### src/rtl/nrsr_frame_ctrl.sv
// NR/SR frame controller: tracks sensor sync, counts pixels and lines,
// and gates the add_nrsr datapath to a per-frame shadowed window.
module nrsr_frame_ctrl #(
  parameter int W_CNT = 12,
  parameter int W_FRM = 8
) (
  input  logic             clk_72m,
  input  logic             reset,
  input  logic             sens_vs,
  input  logic             sens_hs,
  input  logic             sens_de,
  input  logic             cfg_wr,
  input  logic [2:0]       cfg_addr,
  input  logic [15:0]      cfg_wdata,
  output logic             nr_en,
  output logic [W_CNT-1:0] pix_cnt,
  output logic [W_CNT-1:0] line_cnt,
  output logic [W_FRM-1:0] frame_cnt,
  output logic             frame_done,
  output logic             err_short,
  output logic             busy
);

  typedef enum logic [1:0] {
    S_IDLE,
    S_WAIT,
    S_ACT,
    S_DONE
  } state_t;

  localparam logic [W_CNT-1:0] HSZ_RST = W_CNT'(1920);
  localparam logic [W_CNT-1:0] VSZ_RST = W_CNT'(1080);
  localparam logic [W_CNT-1:0] CNT_ONE = W_CNT'(1);
  localparam logic [W_CNT:0]   EXT_ONE = (W_CNT+1)'(1);
  localparam logic [W_FRM-1:0] FRM_ONE = W_FRM'(1);

  state_t state_q, state_d;

  logic vs_q, hs_q;
  logic vs_rise, hs_rise;

  logic             en_q;
  logic [W_CNT-1:0] hst_q, hsz_q;
  logic [W_CNT-1:0] vst_q, vsz_q;

  logic             sen_q;
  logic [W_CNT-1:0] shst_q, shsz_q;
  logic [W_CNT-1:0] svst_q, svsz_q;

  logic [W_CNT-1:0] pix_q, pix_d;
  logic [W_CNT-1:0] line_q, line_d;
  logic             first_q, first_d;
  logic [W_FRM-1:0] fc_q, fc_d;
  logic             err_q, err_d;
  logic             nr_q, nr_d;

  logic             ld_shadow;
  logic             err_set, err_clr;
  logic [W_CNT:0]   pix_x, line_x;
  logic [W_CNT:0]   h_lo, h_hi;
  logic [W_CNT:0]   v_lo, v_hi;
  logic [W_CNT:0]   v_end;
  logic             last_line;
  logic             in_h, in_v;
  logic             unused_wdata;

  assign unused_wdata = ^cfg_wdata;

  assign vs_rise = sens_vs & ~vs_q;
  assign hs_rise = sens_hs & ~hs_q;

  always_ff @(posedge clk_72m) begin
    if (reset) begin
      vs_q <= 1'b0;
      hs_q <= 1'b0;
    end else begin
      vs_q <= sens_vs;
      hs_q <= sens_hs;
    end
  end

  always_ff @(posedge clk_72m) begin
    if (reset) begin
      en_q  <= 1'b0;
      hst_q <= '0;
      hsz_q <= HSZ_RST;
      vst_q <= '0;
      vsz_q <= VSZ_RST;
    end else if (cfg_wr) begin
      unique case (cfg_addr)
        3'd0:    en_q  <= cfg_wdata[0];
        3'd1:    hst_q <= cfg_wdata[W_CNT-1:0];
        3'd2:    hsz_q <= cfg_wdata[W_CNT-1:0];
        3'd3:    vst_q <= cfg_wdata[W_CNT-1:0];
        3'd4:    vsz_q <= cfg_wdata[W_CNT-1:0];
        default: ;
      endcase
    end
  end

  // Shadows sample the live regs before any coincident write lands.
  assign ld_shadow = vs_rise &
                     ((state_q == S_WAIT) |
                      (state_q == S_ACT));

  always_ff @(posedge clk_72m) begin
    if (reset) begin
      sen_q  <= 1'b0;
      shst_q <= '0;
      shsz_q <= HSZ_RST;
      svst_q <= '0;
      svsz_q <= VSZ_RST;
    end else if (ld_shadow) begin
      sen_q  <= en_q;
      shst_q <= hst_q;
      shsz_q <= hsz_q;
      svst_q <= vst_q;
      svsz_q <= vsz_q;
    end
  end

  assign pix_x  = {1'b0, pix_q};
  assign line_x = {1'b0, line_q};
  assign h_lo   = {1'b0, shst_q};
  assign h_hi   = {1'b0, shst_q} + {1'b0, shsz_q};
  assign v_lo   = {1'b0, svst_q};
  assign v_hi   = {1'b0, svst_q} + {1'b0, svsz_q};
  assign v_end  = v_hi - EXT_ONE;

  assign last_line = (svsz_q == '0) | (line_x == v_end);

  assign in_h = (pix_x >= h_lo) & (pix_x < h_hi);
  assign in_v = (line_x >= v_lo) & (line_x < v_hi);

  assign err_set = (state_q == S_ACT) & vs_rise;
  assign err_clr = cfg_wr & (cfg_addr == 3'd0) &
                   cfg_wdata[2];

  always_comb begin
    state_d = state_q;
    pix_d   = pix_q;
    line_d  = line_q;
    first_d = first_q;
    fc_d    = fc_q;
    unique case (state_q)
      S_IDLE: begin
        if (en_q) state_d = S_WAIT;
      end
      S_WAIT: begin
        if (!en_q) begin
          state_d = S_IDLE;
        end else if (vs_rise) begin
          state_d = S_ACT;
          pix_d   = '0;
          line_d  = '0;
          first_d = 1'b1;
        end
      end
      S_ACT: begin
        if (vs_rise) begin
          pix_d   = '0;
          line_d  = '0;
          first_d = 1'b1;
        end else if (hs_rise) begin
          pix_d   = '0;
          first_d = 1'b0;
          if (!first_q && line_q != '1)
            line_d = line_q + CNT_ONE;
          if (last_line) state_d = S_DONE;
        end else if (sens_de && pix_q != '1) begin
          pix_d = pix_q + CNT_ONE;
        end
      end
      S_DONE: begin
        fc_d    = fc_q + FRM_ONE;
        state_d = en_q ? S_WAIT : S_IDLE;
      end
      default: state_d = S_IDLE;
    endcase
  end

  always_comb begin
    err_d = err_q;
    if (err_clr) err_d = 1'b0;
    if (err_set) err_d = 1'b1;
  end

  assign nr_d = (state_q == S_ACT) & sen_q &
                sens_de & in_h & in_v;

  always_ff @(posedge clk_72m) begin
    if (reset) begin
      state_q <= S_IDLE;
      pix_q   <= '0;
      line_q  <= '0;
      first_q <= 1'b0;
      fc_q    <= '0;
      err_q   <= 1'b0;
      nr_q    <= 1'b0;
    end else begin
      state_q <= state_d;
      pix_q   <= pix_d;
      line_q  <= line_d;
      first_q <= first_d;
      fc_q    <= fc_d;
      err_q   <= err_d;
      nr_q    <= nr_d;
    end
  end

  assign nr_en      = nr_q;
  assign pix_cnt    = pix_q;
  assign line_cnt   = line_q;
  assign frame_cnt  = fc_q;
  assign err_short  = err_q;
  assign frame_done = (state_q == S_DONE);
  assign busy       = (state_q == S_ACT) |
                      (state_q == S_DONE);

endmodule

### config.mk
export PLATFORM = sky130hd
export DESIGN_NAME = nrsr_frame_ctrl
export DESIGN_NICKNAME = d
export VERILOG_FILES = /design/src/rtl/nrsr_frame_ctrl.sv
export SDC_FILE = /design/constraint.sdc
export NUM_CORES = 1
export LEC_CHECK = 0
export BUFFER_PORTS_ARGS = -buffer_cell sky130_fd_sc_hd__buf_2
export CORE_ASPECT_RATIO = 0.9
export CORE_MARGIN = 2
export CORE_UTILIZATION = 55
export CTS_CLUSTER_DIAMETER = 30
export DETAILED_ROUTE_END_ITERATION = 6
export HOLD_SLACK_MARGIN = 0.05
export PLACE_DENSITY_LB_ADDON = 0.25
export SLEW_MARGIN = 25
export SYNTH_ARGS = -nofsm -noshare
export SYNTH_HDL_FRONTEND = slang
export SYNTH_SLANG_ARGS = --single-unit
### constraint.sdc
create_clock -name clk_72m -period 10 [get_ports clk_72m]
set_clock_uncertainty 0.2 [all_clocks]
set_input_delay 2 -clock clk_72m [delete_from_list [all_inputs] [get_ports clk_72m]]
set_output_delay 2 -clock clk_72m [all_outputs]
set_load 0.005 [all_outputs]
==> results.json <==
{
  "ys_types": 80,
  "wl_per_cell_um": 14.9,
  "place_area_mm2": 0.00833,
  "period_needed_ns": 4.40,
  "dieArea_mm2": 0.0155,
  "p_leak_nw": 3.54,
  "worst_path_max_delay_cell": "or4_1",
  "clock_path_buffers": 2,
  "rrSetupSlack_ns": 6.05,
  "required_ns": 10.10,
  "num-fill-cells": 1242,
  "yosysTopAreaCell": "dfxtp_1",
  "fin_crit_sh": 0.440,
  "die_h_um": 118,
  "worst_slew_pin_slew_ns": 0.871,
  "fin_nets": 1122,
  "syn2layout_area_growth_pct": 12.5,
  "powerDensity_mw_per_mm2": 143,
  "drt_iter0_drc": 487,
  "drc": 0,
  "path_clk_slew_ns": 0.06,
  "maxSlewViolCount": 0,
  "start_util": 0.564,
  "setup_ws_ns": 5.60,
  "rows": 41,
  "cts_max_level": 4,
  "crit_arrival_ns": 4.50,
  "finalWirelength_mm": 18.2,
  "postCtsHoldBufs": 0,
  "final_cell_mix": "229 x nand2_1, 137 x dfxtp_1, 108 x a21oi_1",
  "cts_sinks": 137,
  "critPathBufInv": 1,
  "coreArea_mm2": 0.0141,
  "synth_seq_cells": 137,
  "port_buffers": 56,
  "ant_nets": 0,
  "post-place-ws_ns": 5.15,
  "crit_type": "input port to flop",
  "layout_commonest_cell": "nand2_1",
  "ys_seq_area_frac": 0.344,
  "design_area_mm2": 0.00895,
  "grt_use_total": 0.242,
  "critical_path.top_delay_family": "compound AO/OA/AOI/OAI gates",
  "register_area_mm2": 0.00274,
  "cts_resized": 0,
  "cp-end-kind": "flop",
  "vias": 6797,
  "worstSkewPairLatency_ns": 0.42,
  "cp_slowest_stage_delay_ns": 0.59,
  "die_w_um": 131,
  "rsz0062_at_grt": "no",
  "via_per_inst": 5.56,
  "async_flop_share": 0,
  "netlist_area_mm2": 0.00796,
  "grt_max_degree": 109,
  "n_antenna_cell": 0,
  "multi_input_area_mm2": 0.00488,
  "status": "finished, final reports clean",
  "startpoint_type": "input port",
  "gp_congestion": 0.816,
  "post-cts-setup-buffer-count": 0,
  "grt_pass1_wl_mm": 29.8,
  "cts_buffers": 17,
  "antenna_found_initial": 0,
  "hp-class": "flop to flop",
  "cap_viol_max_count": 0,
  "clock.fmax_mhz": 227,
  "synthCells": 978,
  "crit_chain": "buf_2, nor2b_1, o221ai_1, or4_1, a2111oi_2, o2111ai_2, a21oi_2, mux2_4",
  "hold_viol_final": 0,
  "root_buffer": "clkbuf_16",
  "synth_warnings": 0,
  "syn-num-nets": 1084,
  "synth_top_area_share": 0.344,
  "syn_avg_cell_area_um2": 8.14,
  "dpl.hpwl_mm": 13.1,
  "maxSlewHeadroom": 0.417,
  "drtPass1Iterations": 5,
  "io_pins": 61,
  "synth_flop_cell": "dfxtp_1",
  "grt_remaining_overflow": 0,
  "worstPathMaxFanout": 6,
  "synth.area.top_cells": "dfxtp_1 34%, ha_1 12%, nand2_1 11%",
  "drive_gt1_frac": 0.120,
  "setup_viol": 0,
  "setup_tns_ns": 0,
  "synth_edf_count": 0,
  "ir_drop_mv": 0.136,
  "grt_pass1_vias": 6005,
  "cts_tree": "done"
}
[Yosys cell counts, drive strengths merged (3+ instances only)]
master,n
o211ai,6
nand3b,18
clkbuf,35
and4,3
inv,42
xnor2,27
o21ai,19
nand2b,7
a211oi,4
xor2,27
and3,4
nor2,59
a2111oi,5
buf,6
ha,79
mux2,4
o21bai,4
nor4,7
or2,10
a22oi,3
nand2,229
nor2b,11
a21o,22
mux2i,3
nor3,4
nand4,12
dfxtp,137
nand3,18
a41oi,4
o21a,9
a21oi,110
o2111ai,5
a31oi,5
or3,8
[per-layer routing]
layer / share of wire / up-vias / GRT usage / routed length [um]
li1: - / 3452 / - / -
met1: 0.52 / 3140 / 0.370 / 9410
met2: 0.42 / 182 / 0.342 / 7610
met3: 0.048 / 23 / 0.0430 / 875
met4: 0.017 / 0 / 0.0798 / 306
met5: 0 / - / 0 / 0
[worst register-to-register path, stage by stage, from the launching register on]
cell,delay [ns]
dfxtp_1,0.40
ha_1,0.21
inv_1,0.06
fa_1,0.41
and2b_1,0.26
o21ai_1,0.12
xor2_2,0.35
xor2_1,0.14
or4b_1,0.55
a2111oi_2,0.36
o2111ai_2,0.21
a21oi_2,0.24
mux2_4,0.31
[sequential cells by signal, summed over array words and instances (netlist names), named ones only]
signal / flops
line_cnt: 12
vsz_q: 12
svsz_q: 12
err_short: 1
frame_cnt: 8
svst_q: 12
state_q: 1
vst_q: 12
shsz_q: 12
nr_en: 1
shst_q: 12
hst_q: 12
hsz_q: 12
en_q: 1
vs_q: 1
pix_cnt: 12
hs_q: 1
first_q: 1
sen_q: 1
[stage by stage]
step	std cells	total power, mW	utilization	hold WS (ns)
3_3_place_gp	1189	0.649	0.591	0.239
2_1_floorplan	978	0.628	-	0.232
3_5_place_dp	1189	0.651	0.591	0.242
5_1_grt	1222	1.32	0.635	0.260
6_report	1222	1.28	0.635	0.249
4_1_cts	1221	1.29	0.633	0.251
[power by group]
part           internal [mW]  switching, mW  leakage (nW)  total (mW)
Sequential             0.555        0.00614          1.11       0.561
Clock                  0.383          0.256         0.292       0.639
Combinational         0.0279         0.0516          2.14      0.0795
Total                  0.965          0.314          3.54        1.28
[cell families (layout without fill, tap and decap cells)]
group	Yosys count	in the layout	share of synthesized area
AOI/OAI and AO/OA	214	214	0.178
xor gates and xnor gates	54	54	0.0632
adders and majority gates	81	81	0.129
buffers and inverters	84	135	0.0431
DFF	137	137	0.344
muxes	7	7	0.00990
and+or+nand+nor	401	401	0.232
[area by class of cell]
cell class / count / share of cell area
clock buffer: 19 / 0.0495
sequential: 137 / 0.306
inverter: 43 / 0.0186
timing repair buffer: 60 / 0.0363
multi-input combinational: 757 / 0.545
tap: 193 / 0.0270
clock inverter: 13 / 0.0179
[path summary, 6_finish.rpt]
kind             start    endpoint  cells past startpoint
max            sens_vs        flop                      8
min          vsz_q[11]  svsz_q[11]                      2
max reg2reg  svsz_q[0]        flop                     12
min reg2reg  vsz_q[11]  svsz_q[11]                      2
Note: power is estimated with default switching activity, not from simulation.
